[config.mk]
export PLATFORM = sky130hd
export DESIGN_NAME = arp_reply_tx_flat
export DESIGN_NICKNAME = d
export VERILOG_FILES = /design/src/rtl/arp_reply_tx_if.sv /design/src/rtl/arp_reply_tx.sv /design/src/flat_wrapper.sv
export SDC_FILE = /design/constraint.sdc
export NUM_CORES = 1
export LEC_CHECK = 0
export CAP_MARGIN = 0
export CELL_PAD_IN_SITES_DETAIL_PLACEMENT = 2
export CELL_PAD_IN_SITES_GLOBAL_PLACEMENT = 2
export CORE_MARGIN = 5
export CORE_UTILIZATION = 30
export DETAILED_ROUTE_END_ITERATION = 12
export DONT_BUFFER_PORTS = 1
export GPL_TIMING_DRIVEN = 0
export PLACE_DENSITY_LB_ADDON = 0.1
export SETUP_SLACK_MARGIN = 0.15
export SKIP_CTS_REPAIR_TIMING = 1
export SYNTH_ARGS = -nofsm -noshare
export SYNTH_HDL_FRONTEND = slang
export SYNTH_SLANG_ARGS = --single-unit
[constraint.sdc]
create_clock -name aclk -period 8.2 [get_ports aclk]
set_input_delay 0.82 -clock aclk [delete_from_list [all_inputs] [get_ports aclk]]
set_output_delay 0.82 -clock aclk [all_outputs]
set_load 0.02 [all_outputs]
[src/rtl/arp_reply_tx_if.sv]
// Byte-stream link from the ARP reply serialiser to the Ethernet TX header inserter.
// The producer drives data, valid and last. The consumer drives ready.
interface arp_reply_tx_if;
    logic [7:0] m_tdata;
    logic       m_tvalid;
    logic       m_tready;
    logic       m_tlast;

    modport master (output m_tdata, output m_tvalid, output m_tlast, input m_tready);
    modport slave  (input m_tdata, input m_tvalid, input m_tlast, output m_tready);
endinterface

[src/rtl/arp_reply_tx.sv]
// Serialises a 28-byte ARP reply, optionally zero-padded to 46 bytes, for each validated
// ARP request. A 1-deep pending slot holds one request that arrives while a reply is
// still being sent.
module arp_reply_tx #(
    parameter bit PAD_EN = 1'b1
) (
    input  logic                 aclk,
    input  logic                 aresetn,
    input  logic                 arp_data_valid,
    input  logic                 arp_oper,
    input  logic [47:0]          mac_s_addr,
    input  logic [31:0]          ip_s_addr,
    input  logic [47:0]          mac_d_addr,
    input  logic [31:0]          ip_d_addr,
    arp_reply_tx_if.master       m,
    output logic                 busy,
    output logic                 drop
);

    localparam logic [5:0] LAST = PAD_EN ? 6'd45 : 6'd27;

    typedef enum logic {IDLE, SEND} state_t;

    state_t       state;
    logic [5:0]   idx;
    logic [7:0]   tdata_r;
    logic         tvalid_r;
    logic         tlast_r;
    logic         drop_r;
    logic         pend_vld;
    logic [159:0] frame;
    logic [159:0] pend;
    logic [159:0] snap_in;

    logic trig, accept, load_pend, load_new, store_pend, drop_now;

    // Snapshot layout follows payload order: SHA, SPA, THA, TPA.
    assign snap_in = {mac_d_addr, ip_d_addr, mac_s_addr, ip_s_addr};

    assign trig       = arp_data_valid & ~arp_oper;
    assign accept     = tvalid_r & m.m_tready;
    assign load_pend  = (state == IDLE) & pend_vld;
    assign load_new   = (state == IDLE) & ~pend_vld & trig;
    assign store_pend = trig & (((state == IDLE) & pend_vld) | ((state == SEND) & ~pend_vld));
    assign drop_now   = trig & (state == SEND) & pend_vld;

    function automatic logic [7:0] byte_at(input logic [159:0] f, input logic [5:0] i);
        logic [159:0] sh;
        logic [7:0]   b;
        sh = f << {i - 6'd8, 3'b000};
        case (i)
            6'd0, 6'd3, 6'd6: b = 8'h00;
            6'd1:             b = 8'h01;
            6'd2:             b = 8'h08;
            6'd4:             b = 8'h06;
            6'd5:             b = 8'h04;
            6'd7:             b = 8'h02;
            default:          b = (i < 6'd28) ? sh[159:152] : 8'h00;
        endcase
        return b;
    endfunction

    // Frame and pending snapshots are pure data and need no reset.
    always_ff @(posedge aclk) begin
        if (load_pend) begin
            frame <= pend;
        end else if (load_new) begin
            frame <= snap_in;
        end
        if (store_pend) begin
            pend <= snap_in;
        end
    end

    always_ff @(posedge aclk or negedge aresetn) begin
        if (!aresetn) begin
            state    <= IDLE;
            idx      <= 6'd0;
            tdata_r  <= 8'h00;
            tvalid_r <= 1'b0;
            tlast_r  <= 1'b0;
            drop_r   <= 1'b0;
            pend_vld <= 1'b0;
        end else begin
            drop_r <= drop_now;
            if (store_pend) begin
                pend_vld <= 1'b1;
            end else if (load_pend) begin
                pend_vld <= 1'b0;
            end
            case (state)
                IDLE: begin
                    if (load_pend || load_new) begin
                        state    <= SEND;
                        idx      <= 6'd0;
                        tdata_r  <= 8'h00;
                        tvalid_r <= 1'b1;
                        tlast_r  <= 1'b0;
                    end
                end
                SEND: begin
                    if (accept) begin
                        if (tlast_r) begin
                            state    <= IDLE;
                            tvalid_r <= 1'b0;
                            tlast_r  <= 1'b0;
                            tdata_r  <= 8'h00;
                        end else begin
                            idx     <= idx + 6'd1;
                            tdata_r <= byte_at(frame, idx + 6'd1);
                            tlast_r <= ((idx + 6'd1) == LAST);
                        end
                    end
                end
                default: state <= IDLE;
            endcase
        end
    end

    assign m.m_tdata  = tdata_r;
    assign m.m_tvalid = tvalid_r;
    assign m.m_tlast  = tlast_r;
    assign busy       = (state != IDLE) | pend_vld;
    assign drop       = drop_r;

endmodule
[src/flat_wrapper.sv]
// flat-port wrapper written by rule: the top's interface ports become plain ports
module arp_reply_tx_flat 
#(
    parameter bit PAD_EN = 1'b1
)
  (aclk, aresetn, arp_data_valid, arp_oper, mac_s_addr, ip_s_addr, mac_d_addr, ip_d_addr, busy, drop, m_m_tdata, m_m_tvalid, m_m_tlast, m_m_tready);
  arp_reply_tx_if m_i ();
  input  logic aclk;
  input  logic aresetn;
  input  logic arp_data_valid;
  input  logic arp_oper;
  input  logic [47:0] mac_s_addr;
  input  logic [31:0] ip_s_addr;
  input  logic [47:0] mac_d_addr;
  input  logic [31:0] ip_d_addr;
  output logic busy;
  output logic drop;
  output wire logic [$bits(m_i.m_tdata)-1:0] m_m_tdata;
  output wire logic [$bits(m_i.m_tvalid)-1:0] m_m_tvalid;
  output wire logic [$bits(m_i.m_tlast)-1:0] m_m_tlast;
  input wire logic [$bits(m_i.m_tready)-1:0] m_m_tready;
  assign m_m_tdata = m_i.m_tdata;
  assign m_m_tvalid = m_i.m_tvalid;
  assign m_m_tlast = m_i.m_tlast;
  assign m_i.m_tready = m_m_tready;
  arp_reply_tx #(.PAD_EN(PAD_EN)) u_core (.aclk(aclk), .aresetn(aresetn), .arp_data_valid(arp_data_valid), .arp_oper(arp_oper), .mac_s_addr(mac_s_addr), .ip_s_addr(ip_s_addr), .mac_d_addr(mac_d_addr), .ip_d_addr(ip_d_addr), .m(m_i), .busy(busy), .drop(drop));
endmodule
==> impl_metrics.env <==
export IMPL_outcome="finished clean"
export IMPL_crit_family="buffers and inverters"
export IMPL_grtUsageTotal_pct=15.0
export IMPL_floorplan_die_area_um2=51100
export IMPL_fmax_ghz=0.266
export IMPL_finClkSkew_ps=17.3
export IMPL_setup_worst_path_end="u_core.m.m_tdata[6]$_DFFE_PN0P_"
export IMPL_rr_worst_depth=10
export IMPL_crit_path_launch="u_core.idx[0]$_DFFE_PN0P_"
export IMPL_sequential_fraction_of_the_synthesis_area_pct=72.0
export IMPL_crit_slowest_cell="buf_1"
export IMPL_synthDominantCellAreaShare_pct=68.6
export IMPL_yosys_cell_types_count=52
export IMPL_required_ps=8610
export IMPL_route_detailed_drc=0
export IMPL_finalSetupViolCount=0
export IMPL_place_hpwl_um=26800
export IMPL_cpPeakStageDelay_ps=890
export IMPL_largest_cells_by_area_after_synthesis="edfxtp_1 69%, mux2_2 13%, mux4_2 6.4%, dfrtp_1 3.4%, nand3_1 1.1%"
export IMPL_synth_top_flop_cell="edfxtp_1"
export IMPL_post_synthesis_net_count=911
export IMPL_timing_critical_path_from_type="flop"
export IMPL_initial_antenna_violation_count=0
export IMPL_timing_critical_path_cells="buf_4 -> buf_4 -> inv_1 -> ha_1 -> clkbuf_1 -> buf_1 -> mux4_2 -> nand3_1 -> and4_1 -> o211ai_1"
export IMPL_num_antenna_cells=0
export IMPL_final_max_slew_viol_count=0
export IMPL_pd_cells_nw_per_um2=278
export IMPL_total_leakage_power_uw=0.00508
export IMPL_global_route_wire_length_before_repair_um=55700
export IMPL_cts_buffer_depth=3
export IMPL_peakVddDrop_uv=154
export IMPL_setup_total_negative_slack_ps=0
export IMPL_wl_per_cell_um=26.9
export IMPL_numCtsBuffers=41
export IMPL_net_total_in_the_final_layout=960
export IMPL_tightestPinTransition_ps=1160
export IMPL_tritoncts_clock_tree="built"
export IMPL_fp_dieH_um=226
export IMPL_via_per_instance_ratio=4.86
export IMPL_period_needed_ps=3760
export IMPL_die_width_um=226
export IMPL_cap_viol_max_count=0
export IMPL_worstReg2RegEnd="u_core.m.m_tdata[6]$_DFFE_PN0P_"
export IMPL_pre_cts_slack_ps=4350
export IMPL_synth_ff_latch_count=339
export IMPL_path_depth=10
export IMPL_antenna_viol_nets_final=0
export IMPL_synth_cells=738
export IMPL_initialDrtViolationCount=398
export IMPL_root_buffer="clkbuf_16"
export IMPL_worst_path_buf_inv=5
export IMPL_boundaryPins=177
export IMPL_via_count_of_the_first_global_routing_pass=8002
export IMPL_detail_route_wirelength_um=38200
export IMPL_post_synth_cell_area_avg_um2=19.0
export IMPL_std_cell_core_area_um2=46400
export IMPL_crit_top_cell="buf_4"
export IMPL_global_route_overflow_total=0
export IMPL_synth_edff_count=320
export IMPL_clkSlewWorstSetupHoldPaths_ps=60
export IMPL_area_sequential_um2=10100
export IMPL_timing_hold_violations_final=0
export IMPL_number_of_standard_cell_rows_in_the_floorplan=79
export IMPL_detailroute_via_count=6914
export IMPL_critical_register_to_register_path_startpoint="u_core.idx[0]$_DFFE_PN0P_"
export IMPL_hold_ws_ps=68.2
export IMPL_timing_critical_path_fanout_max=10
export IMPL_grt_max_degree=64
export IMPL_floorplan_initialDensity_pct=30.2
export IMPL_finalCritPeriodShare_pct=45.8
export IMPL_final_setup_worst_slack_ps=4440
export IMPL_timing_worst_setup_path_type="reg -> reg"
export IMPL_p_total_uw=4510
export IMPL_cts_htree_levels=2
export IMPL_fillers=4504
export IMPL_arrival_time_reported_for_the_critical_path_endpoint_ps=4170
export IMPL_clock_sink_total=339
export IMPL_r2r_setup_slack_ps=4440
export IMPL_first_pass_iters=4
export IMPL_yosys_area_top_type="edfxtp_1"
export IMPL_maxSlewHeadroom_pct=22.9
export IMPL_globalplace_congestion=0.757
export IMPL_worst_setup_path_end_kind="flop"
export IMPL_multi_input_area_um2=3720
export IMPL_unrepaired_setup_endpoints_after_global_routing="false"
export IMPL_worst_skew_pair_late_latency_ps=560
export IMPL_asyncSetResetFlopFracSynth_pct=5.60
export IMPL_netlist_area_um2=14000
export IMPL_flow_area_growth_from_synthesis_pct=15.8
export IMPL_yosys_warnings=0
export IMPL_portBuffers=0
export IMPL_worst_min_delay_path_class="in -> async"
export IMPL_drive_gt1_share_pct=34.3
placed cells by master (no fill, tap or decap), types with 3 or more instances in the layout:
cell type  count
clkbuf_16     42
buf_2          7
o21ai_0        3
dfrtp_1       19
clkbuf_1      37
mux4_2        40
nor2_1         8
o21ai_1        8
mux2_2       160
o211ai_1       9
nand3_1       32
and3_1         3
and4_1         7
nand4_1        7
nand2_1       20
clkinv_2       4
clkinv_1       9
nor3_1         4
buf_1          3
ha_1           8
bufinv_16      4
inv_1          6
buf_16         3
buf_12         3
nor2b_1        9
buf_4          3
edfxtp_1     320
flip-flops by register name (all words and copies together) (netlist names):
name	count
u_core.frame	160
u_core.pend	160
u_core.pend_vld	1
u_core.m.m_tlast	1
u_core.idx	6
u_core.m.m_tdata	8
u_core.m.m_tvalid	1
u_core.drop	1
u_core.state	1
worst min-delay path by stage:
stage / to / cells past startpoint / slack (ps) / start
after floorplan: u_core.drop$_DFF_PN0_ / 1 / 510 / u_core.pend_vld$_DFFE_PN0P_
after global placement: u_core.drop$_DFF_PN0_ / 1 / 520 / u_core.pend_vld$_DFFE_PN0P_
after detailed placement: u_core.drop$_DFF_PN0_ / 0 / 530 / aresetn
after CTS: u_core.m.m_tdata[0]$_DFFE_PN0P_ / 0 / -80 / aresetn
after global routing: u_core.drop$_DFF_PN0_ / 1 / 40 / aresetn
final: u_core.m.m_tlast$_DFFE_PN0P_ / 1 / 70 / aresetn
power breakdown:
group          total [µW]  internal (µW)  switching [µW]
Combinational         737            267             469
Sequential           2000           1950            49.0
Clock                1770           1060             710
Total                4510           3280            1230
kinds of logic (layout without fill, tap and decap cells):
family                   after synthesis  in the layout  synth area share (%)
XOR/XNOR                               4              4                 0.438
adder cells (fa/ha/maj)                8              8                 0.715
AO/OA/AOI/OAI                         37             37                  1.82
buffers and inverters                 47            126                  1.46
multiplexers                         200            200                  19.3
AND/OR/NAND/NOR                      103            103                  4.22
flip-flops                           339            339                  72.0
metrics by stage:
step	util, %	area (µm²)	cells
after detailed placement	32.1	14900	1350
after floorplan	-	14000	738
final	35.0	16200	1424
after global routing	35.0	16200	1424
after CTS	34.9	16200	1423
after global placement	31.8	14800	1345
per-layer routing:
metal	track usage (%)	vias to the layer above	part of all wire (%)
met4	4.19	0	1.8
met3	5.17	45	7.7
met1	18.8	3630	41
met5	0	-	0
met2	25.0	169	49
li1	-	3070	-
cell type report:
type                            instances  area share (%)
Clock inverter                         20            1.27
Tap cell                              607            4.69
Clock buffer                           53            6.74
Inverter                                7           0.162
Timing Repair Buffer                    6           0.880
Multi-Input combinational cell        352            23.0
Buffer                                 40            1.10
Sequential cell                       339            62.2
synth_stat cells (all sizes together) (2+ instances only):
| cell type | n |
|---|---|
| nor2b | 9 |
| nand4 | 8 |
| mux2 | 160 |
| ha | 8 |
| a21oi | 2 |
| and3 | 3 |
| a21boi | 2 |
| edfxtp | 320 |
| nand3 | 34 |
| xnor2 | 3 |
| and4 | 7 |
| nor2 | 8 |
| mux4 | 40 |
| buf | 14 |
| nand4b | 2 |
| nor3 | 4 |
| nand2 | 20 |
| nor4b | 2 |
| clkbuf | 26 |
| inv | 7 |
| dfrtp | 19 |
| a32oi | 2 |
| o21ai | 11 |
| o211ai | 9 |
worst register-to-register path: stages, from the launching register on:
cell	delay (ps)
dfrtp_1	480
buf_4	330
buf_4	280
inv_1	100
ha_1	280
clkbuf_1	220
buf_1	890
mux4_2	500
nand3_1	120
and4_1	290
o211ai_1	120
(Power assumes the default switching activity.)
==> variant 1: new RTL, config.mk and constraints unchanged <==
Make the reset (`aresetn`) synchronous in one clocked block.
--- a/src/rtl/arp_reply_tx.sv
+++ b/src/rtl/arp_reply_tx.sv
@@ -72,7 +72,7 @@
         end
     end
 
-    always_ff @(posedge aclk or negedge aresetn) begin
+    always_ff @(posedge aclk) begin
         if (!aresetn) begin
             state    <= IDLE;
             idx      <= 6'd0;
Function: differs if aresetn is asserted again (counterexample within 4 cycles, from zero or initial values and one cycle with aresetn low); with aresetn held inactive, the same outputs for 10 cycles.
==> variant 1 against the unedited design <==
  * Synthesized cell count down 1.6%
  * Die area fell by 0.26%
  * Setup slack lost 590 ps
  * Sequential cell count is the same
  * Routed wire length is 1.0% lower
  * Utilization shrank 0.22 points
  * Cell area down 0.84%
  * Synthesized area is 0.27% lower
  * Critical path depth stayed put
  * Critical endpoint is now u_core.m.m_tdata[2]$_SDFFE_PN0P_
Power is not compared: it rests on default switching activity, and its combinational part moved more than twofold at a synthesized area within 25%.
==> variant 1: results (changes against the unedited design) <==
| Metric | Value |
|---|---|
| Adder-cell share of the synthesized area | `0.717% (+0.0019 points)` |
| Asr flop ratio synth | `0% (-5.6 points)` |
| Synth cell count leaders | `edfxtp_1, mux2_2, mux4_2` |
| CLK BUF | `56 (+5.7%)` |
| Clock buf/inv share | `7.66% (-0.34 points)` |
| Plain + repair buffers | `39 (-15%)` |
| Yosys cell types | `53 (+1.9%)` |
| Final #Nets | `946 (-1.5%)` |
| Yosys top cell area share | `68.8% (+0.18 points)` |
| DR vias | `6784 (-1.9%)` |
| Worst Setup EP | `u_core.m.m_tdata[2]$_SDFFE_PN0P_` |
| Max_slew headroom | `28.7% (+5.8 points)` |
| M1 wire length | `15100 um (-3.7%)` |
| Multiplexer share of the synthesized area | `20.6% (+1.3 points)` |
| Met3 usage | `4.99% (-0.18 points)` |
| Crit path from | `u_core.idx[0]$_SDFFE_PN0P_` |
| Post-Syn Nets | `899 (-1.3%)` |
| Pin count of the biggest net entering global routing | `69 (+7.8%)` |
| Met2 wire length | `19300 um (+2.0%)` |
| DR iter-0 viols | `332 (-17%)` |
| Met1 usage | `17.8% (-1.0 points)` |
| Compound-Gate Fraction of Synth Area | `2.38% (+0.56 points)` |
| DR pass1 iterations | `5 (+1)` |
| Flop2flop setup slack | `3850 ps (-590 ps)` |
| Fillers | `4557 (+1.2%)` |
| Seq area share | `62.2% (-0.064 points)` |
| Critical path data arrival time | `4750 ps (+580 ps)` |
| Status | `complete, no violations` |
| Initial antenna violation count | `3 (+3)` |
| Sequential cell count | `339 (unchanged)` |
| First-pass GRT wire length | `55600 um (-0.34%)` |
| Worst-case clock skew | `16.2 ps (-1.12 ps)` |
| DP Area | `14800 um^2 (-0.34%)` |
| Final non-clock buffer share | `1.75% (-0.22 points)` |
| Max layer used | `met5` |
| Vias in the first global route | `7874 (-1.6%)` |
| Share of layout cells above drive strength 1 | `35.3% (+0.98 points)` |
| Invs w/o clock | `14 (+7)` |
| Post-synthesis xor/xnor area fraction | `0.251% (-0.19 points)` |
| Number of multi-input logic gates | `338 (-4.0%)` |
## variant 1: cell types whose count changed after synthesis, sizes merged, moves of 5 or more
cell / unedited run / this run
and4: 7 / 1
a32oi: 2 / 7
dfrtp: 19 / 0
a21oi: 2 / 12
mux4: 40 / 45
clkbuf: 26 / 21
nand2: 20 / 13
dfxtp: 0 / 19
o21ai: 11 / 5
nor2: 8 / 13
inv: 7 / 14
nand3: 34 / 8
## variant 1: metrics by stage
stage | instances | setup WS [ps] | utilization (%)
finish | 1407 | 3850 | 34.7
global route | 1407 | 3520 | 34.7
CTS | 1407 | 3670 | 34.7
detailed placement | 1337 | 3690 | 32.1
global placement | 1333 | 831 | 31.8
floorplan | 726 | 3000 | -
## variant 1: power breakdown
part	leakage (uW)	total [uW]	switching (uW)	internal (uW)
combinational	0.00127	239	137	102
sequential	0.00310	2040	26.1	2020
clock	0.000598	1690	706	983
total	0.00497	3970	869	3100
==> variant 2: new RTL, same settings <==
Made on the original files. `PAD_EN` is set to 1'b1 in 2 places; all go to 1'b0.
--- a/src/rtl/arp_reply_tx.sv
+++ b/src/rtl/arp_reply_tx.sv
@@ -2,7 +2,7 @@
 // ARP request. A 1-deep pending slot holds one request that arrives while a reply is
 // still being sent.
 module arp_reply_tx #(
-    parameter bit PAD_EN = 1'b1
+    parameter bit PAD_EN = 1'b0
 ) (
     input  logic                 aclk,
     input  logic                 aresetn,
--- a/src/flat_wrapper.sv
+++ b/src/flat_wrapper.sv
@@ -1,7 +1,7 @@
 // flat-port wrapper written by rule: the top's interface ports become plain ports
 module arp_reply_tx_flat 
 #(
-    parameter bit PAD_EN = 1'b1
+    parameter bit PAD_EN = 1'b0
 )
   (aclk, aresetn, arp_data_valid, arp_oper, mac_s_addr, ip_s_addr, mac_d_addr, ip_d_addr, busy, drop, m_m_tdata, m_m_tvalid, m_m_tlast, m_m_tready);
   arp_reply_tx_if m_i ();
Check against the original RTL: same outputs for any inputs over 10 cycles, from zero or initial values and one cycle with aresetn low; that may be too few to reach the edited logic, so the function may still have changed.
==> variant 2 against the unedited design <==
  * Synthesized area is 0.74% lower
  * Cell area down 1.2%
  * Routed wire length shrank 1.1%
  * Setup slack lost 1600 ps
  * Hold slack better by 2.3 ps
  * Maximum frequency fell by 29%
  * Non-clock buffer count is 10 lower
  * Sequential cell count unchanged
  * Critical path depth grew 2
Power is not compared: it rests on default switching activity, and its combinational part moved more than twofold at a synthesized area within 25%.
==> variant 2: results (changes against the unedited design) <==
| Metric | Value |
|---|---|
| Crit Reg-Reg Endpoint | `u_core.m.m_tdata[1]$_DFFE_PN0P_` |
| GRT Total Usage | `14.9% (-0.17 points)` |
| Status | `complete, no violations` |
| Compound-Gate Fraction of Synth Area | `2.59% (+0.77 points)` |
| Inst Count DP | `1322 (-2.1%)` |
| Post-Syn Instances | `718 (-2.7%)` |
| Leak pwr | `0.00509 uW` |
| CP max-delay cell | `clkbuf_1` |
| Synth cell count leaders | `edfxtp_1, mux2_2, mux4_2` |
| DR vias | `6714 (-2.9%)` |
| Crit-path max FO | `10 (unchanged)` |
| Diode count | `0 (unchanged)` |
| Met1 usage | `18.3% (-0.46 points)` |
| Pin count of the biggest net entering global routing | `71 (+11%)` |
| Max stage delay on crit path | `940 ps (+50 ps)` |
| Max_slew headroom | `8.69% (-14 points)` |
| Post-Syn Nets | `891 (-2.2%)` |
| Post-synthesis xor/xnor area fraction | `0.450% (+0.012 points)` |
| Setup WS pre-CTS | `2710 ps (-1650 ps)` |
| Post-Layout Cell Count | `1394 (-2.1%)` |
| Adder-cell share of the synthesized area | `0.720% (+0.0053 points)` |
| Cells on worst reg2reg path | `12 (+2)` |
| First-pass GRT wire length | `54700 um (-1.9%)` |
| Final GP Congestion | `0.777 (+2.6%)` |
| Total gr overflow | `0 (unchanged)` |
| DP Area | `14800 um^2 (-0.84%)` |
| WHS | `70.5 ps (+2.32 ps)` |
| Root Buffer | `clkbuf_16` |
| Critical path data arrival time | `5730 ps (+1560 ps)` |
| Met2 Use GR | `25.3% (+0.26 points)` |
| Final #Nets | `939 (-2.2%)` |
| DR WL/cell | `27.1 um (+0.98%)` |
| Maximum vdd drop | `0.000192 V` |
| Worst-case clock skew | `15.9 ps (-1.36 ps)` |
| Yosys cell types | `51 (-1.9%)` |
| Crit path top cell by count | `buf_2` |
| Seq/Total Area, Yosys | `72.6% (+0.54 points)` |
| DR pass1 iterations | `4 (unchanged)` |
| Vias in the first global route | `7740 (-3.3%)` |
| Met3 usage | `4.74% (-0.43 points)` |
| Final HPWL DP | `26300 um (-1.8%)` |
| Main area contributors after synthesis | `edfxtp_1, mux2_2, mux4_2` |
| Final worst setup slack | `2870 ps (-1570 ps)` |
| Multiplexer share of the synthesized area | `20.1% (+0.76 points)` |
| DR iter-0 viols | `369 (-7.3%)` |
| Share of layout cells above drive strength 1 | `35.3% (+0.99 points)` |
[variant 2: cell types whose count changed after synthesis, sizes merged, moves of 4 or more]
cell and delta:
a222oi +4, and2 +4, and4 -7, buf -7, inv +8, mux2 +4
mux2i +4, nand3 -30, nand4 -7, nor2 +9, nor2b -6, o211ai -8
o22ai +5
[variant 2: layer usage]
layer | up-vias | part of all wire, %
li1 | 2975 | -
met1 | 3531 | 41
met2 | 155 | 50
met3 | 53 | 6.9
met4 | 0 | 2.2
met5 | - | 0
[variant 2: where the power goes]
group	internal, uW	switching [uW]
clock	985	705
sequential	2200	101
combinational	642	988
[variant 2: final cells by class]
cell class | count | area [um^2]
timing repair buffer | 5 | 130
clock inverter | 18 | 154
tap | 600 | 751
clock buffer | 53 | 1070
buffer | 31 | 125
inverter | 15 | 56.3
sequential | 339 | 10100
multi-input combinational | 333 | 3640
fill | 4402 | 29600
